===== config.mk =====
export PLATFORM = sky130hd
export DESIGN_NAME = average_moving_window
export DESIGN_NICKNAME = d
export VERILOG_FILES = /design/src/rtl/average_pkg.sv /design/src/rtl/average_window_buffer.sv /design/src/rtl/average_moving_window.sv
export SDC_FILE = /design/constraint.sdc
export NUM_CORES = 1
export LEC_CHECK = 0
export ABC_AREA = 1
export ABC_CLOCK_PERIOD_IN_PS = 4050
export BUFFER_PORTS_ARGS = -buffer_cell sky130_fd_sc_hd__buf_2
export CORE_ASPECT_RATIO = 0.5
export CORE_MARGIN = 2
export CORE_UTILIZATION = 55
export DETAILED_ROUTE_END_ITERATION = 10
export PLACE_DENSITY = 0.77
export SYNTH_ARGS = -nofsm -noshare
export SYNTH_HDL_FRONTEND = slang
export SYNTH_SLANG_ARGS = --single-unit

===== constraint.sdc =====
create_clock -name clock -period 4.05 [get_ports clock]
set_input_delay 0 -clock clock [delete_from_list [all_inputs] [get_ports clock]]
set_output_delay 0 -clock clock [all_outputs]
set_load 0.01 [all_outputs]

===== src/rtl/average_pkg.sv =====
// Shared definitions for the averaging blocks: FSM state encoding and
// width/rounding helpers derived from the sample width and window depth.
package average_pkg;

    typedef enum logic [0:0] {
        StClear,
        StRun
    } state_e;

    function automatic int unsigned sum_width(input int unsigned bitwidth_sample,
                                              input int unsigned log2_depth);
        return bitwidth_sample + log2_depth;
    endfunction

    // DEPTH/2, added before the shift to round half up
    function automatic int unsigned round_offset(input int unsigned log2_depth);
        return (32'd1 << log2_depth) >> 1;
    endfunction

endpackage


===== src/rtl/average_window_buffer.sv =====
// Window sample storage: one synchronous write port and an asynchronous read
// port at the same address, so the old slot value is visible before the write.
module average_window_buffer #(
    parameter int unsigned WIDTH      = 12,
    parameter int unsigned DEPTH      = 8,
    parameter int unsigned ADDR_WIDTH = 3
) (
    input  logic                  clock,
    input  logic                  write_enable,
    input  logic [ADDR_WIDTH-1:0] addr,
    input  logic [WIDTH-1:0]      write_data,
    output logic [WIDTH-1:0]      read_data
);

    if (DEPTH == 1) begin : g_single
        logic [WIDTH-1:0] slot_q;
        logic             unused_addr;

        assign unused_addr = ^addr;

        always_ff @(posedge clock) begin
            if (write_enable) begin
                slot_q <= write_data;
            end
        end

        assign read_data = slot_q;
    end else begin : g_array
        logic [WIDTH-1:0] mem [DEPTH];

        always_ff @(posedge clock) begin
            if (write_enable) begin
                mem[addr] <= write_data;
            end
        end

        assign read_data = mem[addr];
    end

endmodule


===== src/rtl/average_moving_window.sv =====
// Boxcar averager: keeps the last 2^LOG2_DEPTH accepted samples with a running
// sum and emits the rounded mean one cycle after every accepted sample.
module average_moving_window
    import average_pkg::*;
#(
    parameter int unsigned BITWIDTH_SAMPLE = 12,
    parameter int unsigned LOG2_DEPTH      = 3,
    parameter int unsigned INITIAL_VALUE   = 0
) (
    input  logic                       clock,
    input  logic                       reset,
    input  logic                       clear,
    input  logic                       sample_valid,
    output logic                       sample_ready,
    input  logic [BITWIDTH_SAMPLE-1:0] sample_value,
    output logic [BITWIDTH_SAMPLE-1:0] averaged_value,
    output logic                       average_valid,
    output logic                       primed
);

    localparam int unsigned Depth = 32'd1 << LOG2_DEPTH;
    localparam int unsigned SumW  = sum_width(BITWIDTH_SAMPLE, LOG2_DEPTH);
    localparam int unsigned PtrW  = (LOG2_DEPTH > 0) ? LOG2_DEPTH : 1;
    localparam int unsigned CntW  = LOG2_DEPTH + 1;

    localparam logic [SumW-1:0]            SumInit    = SumW'(INITIAL_VALUE) << LOG2_DEPTH;
    localparam logic [SumW-1:0]            RoundOff   = SumW'(round_offset(LOG2_DEPTH));
    localparam logic [PtrW-1:0]            LastIdx    = PtrW'(Depth - 1);
    localparam logic [CntW-1:0]            FullCount  = CntW'(Depth);
    localparam logic [CntW-1:0]            LastCount  = CntW'(Depth - 1);
    localparam logic [BITWIDTH_SAMPLE-1:0] InitSample = BITWIDTH_SAMPLE'(INITIAL_VALUE);

    state_e                     state_q;
    logic [PtrW-1:0]            clear_index_q;
    logic [PtrW-1:0]            wr_ptr_q;
    logic [CntW-1:0]            fill_count_q;
    logic [SumW-1:0]            sum_q;
    logic [BITWIDTH_SAMPLE-1:0] averaged_q;
    logic                       average_valid_q;
    logic                       primed_q;
    logic                       ready_q;

    logic                       accept;
    logic                       buf_we;
    logic [PtrW-1:0]            buf_addr;
    logic [BITWIDTH_SAMPLE-1:0] buf_wdata;
    logic [BITWIDTH_SAMPLE-1:0] old_sample;
    logic [SumW-1:0]            sum_new;
    logic [PtrW-1:0]            wr_ptr_next;

    // clear wins over accept: a sample presented alongside clear is dropped
    always_comb begin
        accept      = ready_q && sample_valid && !clear;
        buf_we      = (state_q == StClear) || accept;
        buf_addr    = (state_q == StClear) ? clear_index_q : wr_ptr_q;
        buf_wdata   = (state_q == StClear) ? InitSample : sample_value;
        sum_new     = sum_q + SumW'(sample_value) - SumW'(old_sample);
        wr_ptr_next = (wr_ptr_q == LastIdx) ? '0 : wr_ptr_q + 1'b1;
    end

    average_window_buffer #(
        .WIDTH      (BITWIDTH_SAMPLE),
        .DEPTH      (Depth),
        .ADDR_WIDTH (PtrW)
    ) u_buffer (
        .clock        (clock),
        .write_enable (buf_we),
        .addr         (buf_addr),
        .write_data   (buf_wdata),
        .read_data    (old_sample)
    );

    always_ff @(posedge clock or posedge reset) begin
        if (reset) begin
            state_q         <= StClear;
            clear_index_q   <= '0;
            wr_ptr_q        <= '0;
            fill_count_q    <= '0;
            sum_q           <= SumInit;
            averaged_q      <= InitSample;
            average_valid_q <= 1'b0;
            primed_q        <= 1'b0;
            ready_q         <= 1'b0;
        end else if (clear) begin
            state_q         <= StClear;
            clear_index_q   <= '0;
            wr_ptr_q        <= '0;
            fill_count_q    <= '0;
            sum_q           <= SumInit;
            averaged_q      <= InitSample;
            average_valid_q <= 1'b0;
            primed_q        <= 1'b0;
            ready_q         <= 1'b0;
        end else begin
            average_valid_q <= 1'b0;
            unique case (state_q)
                StClear: begin
                    clear_index_q <= clear_index_q + 1'b1;
                    if (clear_index_q == LastIdx) begin
                        clear_index_q <= '0;
                        state_q       <= StRun;
                        ready_q       <= 1'b1;
                    end
                end
                StRun: begin
                    if (accept) begin
                        wr_ptr_q        <= wr_ptr_next;
                        sum_q           <= sum_new;
                        averaged_q      <= BITWIDTH_SAMPLE'((sum_new + RoundOff) >> LOG2_DEPTH);
                        average_valid_q <= 1'b1;
                        if (fill_count_q != FullCount) begin
                            fill_count_q <= fill_count_q + 1'b1;
                        end
                        if (fill_count_q == LastCount) begin
                            primed_q <= 1'b1;
                        end
                    end
                end
                default: begin
                    state_q <= StClear;
                    ready_q <= 1'b0;
                end
            endcase
        end
    end

    assign sample_ready   = ready_q;
    assign averaged_value = averaged_q;
    assign average_valid  = average_valid_q;
    assign primed         = primed_q;

endmodule

==> impl_metrics.ini <==
[synth]
synth_area_leaders = edfxtp_1 41%, dfrtp_1 15%, nand2_1 9.4%
async_reset_ff_share_pct = 29.93
synth_warnings = 0
synth_ff_type = edfxtp_1
yosysTopAreaCellShare_pct = 41.38
synth_edf_count = 96
ys_seq_area_share_pct = 56.11
syn_area_sq_mm = 0.006967
synth.distinct_cells = 46
ys_ff_latch = 137
syn_inst = 678
syn_avg_cell_area_sq_um = 10.28
syn_nets = 728
yosysTopAreaCell = edfxtp_1

[placed_design]
port_buffers = 30
pre_cts_slack_ps = 1.473
placement.cell_area_sq_mm = 0.007408
gp_congestion = 0.8776
hpwl_microns = 11260
dp.cells = 881

[floorplanning]
die_y_microns = 83.58
core.rowCount = 28
die_area_sq_mm = 0.01364
io_pins = 31
coreArea_sq_mm = 0.01209
die_w_microns = 163.2
start_util_pct = 57.64

[sta]
fin_crit_ps = 3960
fin_ws_ps = 90.40
maxSlewHeadroom_pct = 25.97
max_freq_ghz = 0.2526
tns_ps = 0
worst_slew_pin_slew_ps = 1106
finalMaxSlewViolations = 0
finalSetupViolations = 0
clock_skew_ps = 10.50
hold_violations = 0
timing.hold.ws_ps = 40.34
period_share_pct = 97.77

[detailed_routing]
drtPass1Iterations = 7
drt_iter0_drc = 611
post_drt_wl_per_cell_microns = 18.15
vias_per_cell = 5.708
wirelength_microns = 16790
drtAntennaViolNets = 0
drc = 0
vias = 5280

[power_and_ir_drop]
netSwitchingFraction_pct = 34.91
power_mw = 4.276
internal-power_mw = 2.783
power_switching_mw = 1.492
pwr-share-clk_pct = 34.4
peakVddDrop_mv = 0.3910
p_comb_share_pct = 28.9
power_density_mw_per_mm2 = 520.3
p_leak_nw = 3.681
pwr-share-seq_pct = 36.7

[cells_and_area]
regArea_sq_mm = 0.003910
final_area_sq_mm = 0.008218
antenna_cells = 0
final_util_pct = 67.99
drive_above_1_share_pct = 21.05
fillerInstances = 846
multi_input_area_sq_mm = 0.002723
syn_to_final_growth_pct = 17.96
layoutNonFillerInstCount = 925
fin_nets = 797

[global_route]
grt_pass1_wl_microns = 26650
grt_max_degree = 42
antenna_found_initial = 0
grt_remaining_overflow = 0
grt_pass1_vias = 4983
grt_usage_pct = 25.88

[clock_network]
cts_tree = built
cts_made_buffers = 17
cts-root-buf = clkbuf_16
clk_pin_slew_worst_paths_ps = 60
clock_latency_ps = 430
cts_sinks = 137
cts_max_path_buffers = 2
htree_levels = 4

[setup_path]
worst_path_most_repeated_cell = nand2_1
cp-end-kind = flip-flop
critical_path.top_delay_family = simple AND/OR/NAND/NOR gates
critPathKind = flip-flop to flip-flop
worstPathCellList = buf_4 > o21ai_4 > buf_12 > nor3_4 > inv_2 > o22ai_1 > nor3_2 > o2111ai_2 > fa_1 > ha_2 > nand2_2 > nor2_2 > nand2_1 > nand4_1 > nand2_2 > nor2_4 > nand3_4 > nor2_2 > nand2_1 > nand2_1 > nand3_1
crit_required_ps = 4360
path_max_fanout = 7
cp_slowest_stage_delay_ps = 500
cp_slowest_cell = fa_1
start_kind = flip-flop
path_buf_inv = 3
crit_arrival_ps = 4270

[min_path]
hold_path.class = primary input to flip-flop

[flow_run]
drv_cap = 0

[status]
status = finished, final reports clean
[final cells by class]
class,count,share of cell area [%]
Clock buffer,17,5.177
Clock inverter,15,1.644
Inverter,101,4.903
Multi-Input combinational cell,431,33.13
Sequential cell,137,47.58
Tap cell,165,2.512
Timing Repair Buffer,59,5.055
[layout by cell type, fill, tap and decap left out, drive strengths merged, types with 2 or more instances in the layout]
| cell | n |
|---|---|
| a211oi | 2 |
| a21oi | 17 |
| a22o | 5 |
| a22oi | 10 |
| buf | 55 |
| clkbuf | 17 |
| clkinv | 9 |
| clkinvlp | 2 |
| dfrtp | 41 |
| dlygate4sd3 | 4 |
| edfxtp | 96 |
| fa | 12 |
| ha | 22 |
| inv | 105 |
| nand2 | 182 |
| nand3 | 50 |
| nand3b | 3 |
| nand4 | 10 |
| nor2 | 49 |
| nor3 | 5 |
| o2111ai | 7 |
| o21ai | 22 |
| o22a | 3 |
| o22ai | 17 |
| o31ai | 2 |
| or2 | 6 |
[worst paths after layout]
kind                            cells past startpoint  slack, ps               from                    endpoint
worst max-delay path                               21         90            state_q          averaged_value[11]
worst min-delay path                                3         40    sample_value[9]  u_buffer.g_array.mem[4][9]
worst max register to register                     21         90            state_q          averaged_value[11]
worst min register to register                      2        480  averaged_value[7]           averaged_value[7]
max in group asynchronous                           4       3410              reset                     state_q
min in group asynchronous                           4        250              reset           averaged_value[1]
[cell families (layout without fill, tap and decap cells)]
logic type,Yosys count,in the layout,share of synthesized area [%]
and+or+nand+nor,307,307,21.25
DFF,137,137,56.11
buffers and inverters,110,192,6.483
AOI/OAI and AO/OA,88,88,8.513
adders and majority gates,34,34,7.399
xor gates and xnor gates,2,2,0.2515
[worst min-delay path, stage by stage]
cell     delay, ps
buf_2          100
nand2_1         60
inv_1          150
[repair_timing]
item / in CTS / in global routing
pin swaps: 1 / 7
setup endpoints to repair: 4 / 14
resized for setup: 0 / 30
setup buffers: 2 / 6
gates cloned: 0 / 0
hold endpoints to repair: 48 / 0
hold buffers: 4 / 0
[state kept, by name (all words and copies together), names as in the netlist]
signal / flops
wr_ptr_q: 3
fill_count_q: 4
u_buffer.g_array.mem: 96
averaged_value: 12
average_valid: 1
state_q: 1
primed: 1
sum_q: 15
clear_index_q: 3
sample_ready: 1
[layer usage]
layer | vias up | routed length [microns] | global-route usage [%]
met2 | 258 | 7530 | 38.90
met3 | 36 | 1351 | 6.110
met1 | 2543 | 7558 | 37.37
li1 | 2443 | - | -
met4 | 0 | 351 | 8.286
met5 | - | 0 | 0
[power by group through the flow]
stage / Sequential (mW) / Clock, mW / Combinational (mW)
2_1_floorplan: 1.59 / 0 / 0.819
3_3_place_gp: 1.59 / 0 / 1.06
3_5_place_dp: 1.60 / 0 / 1.08
4_1_cts: 1.57 / 1.46 / 1.12
5_1_grt: 1.57 / 1.53 / 1.36
6_report: 1.57 / 1.47 / 1.24
[synthesized netlist by cell type (3+ instances only)]
library cell,count
o22ai_1,17
nand2_1,175
nor2_1,40
nand4_1,10
a21oi_1,17
or2_2,5
o21ai_0,20
inv_2,5
edfxtp_1,96
nand2_2,5
inv_4,5
nand3_4,8
nor2_2,4
fa_1,12
dfrtp_1,41
nand3b_1,3
a22oi_1,10
nor3_1,3
ha_1,22
nor2_4,5
nand3_1,40
o22a_1,3
clkbuf_1,4
inv_1,89
a22o_1,5
o2111ai_1,7
Note: power is estimated with default switching activity, not from simulation.
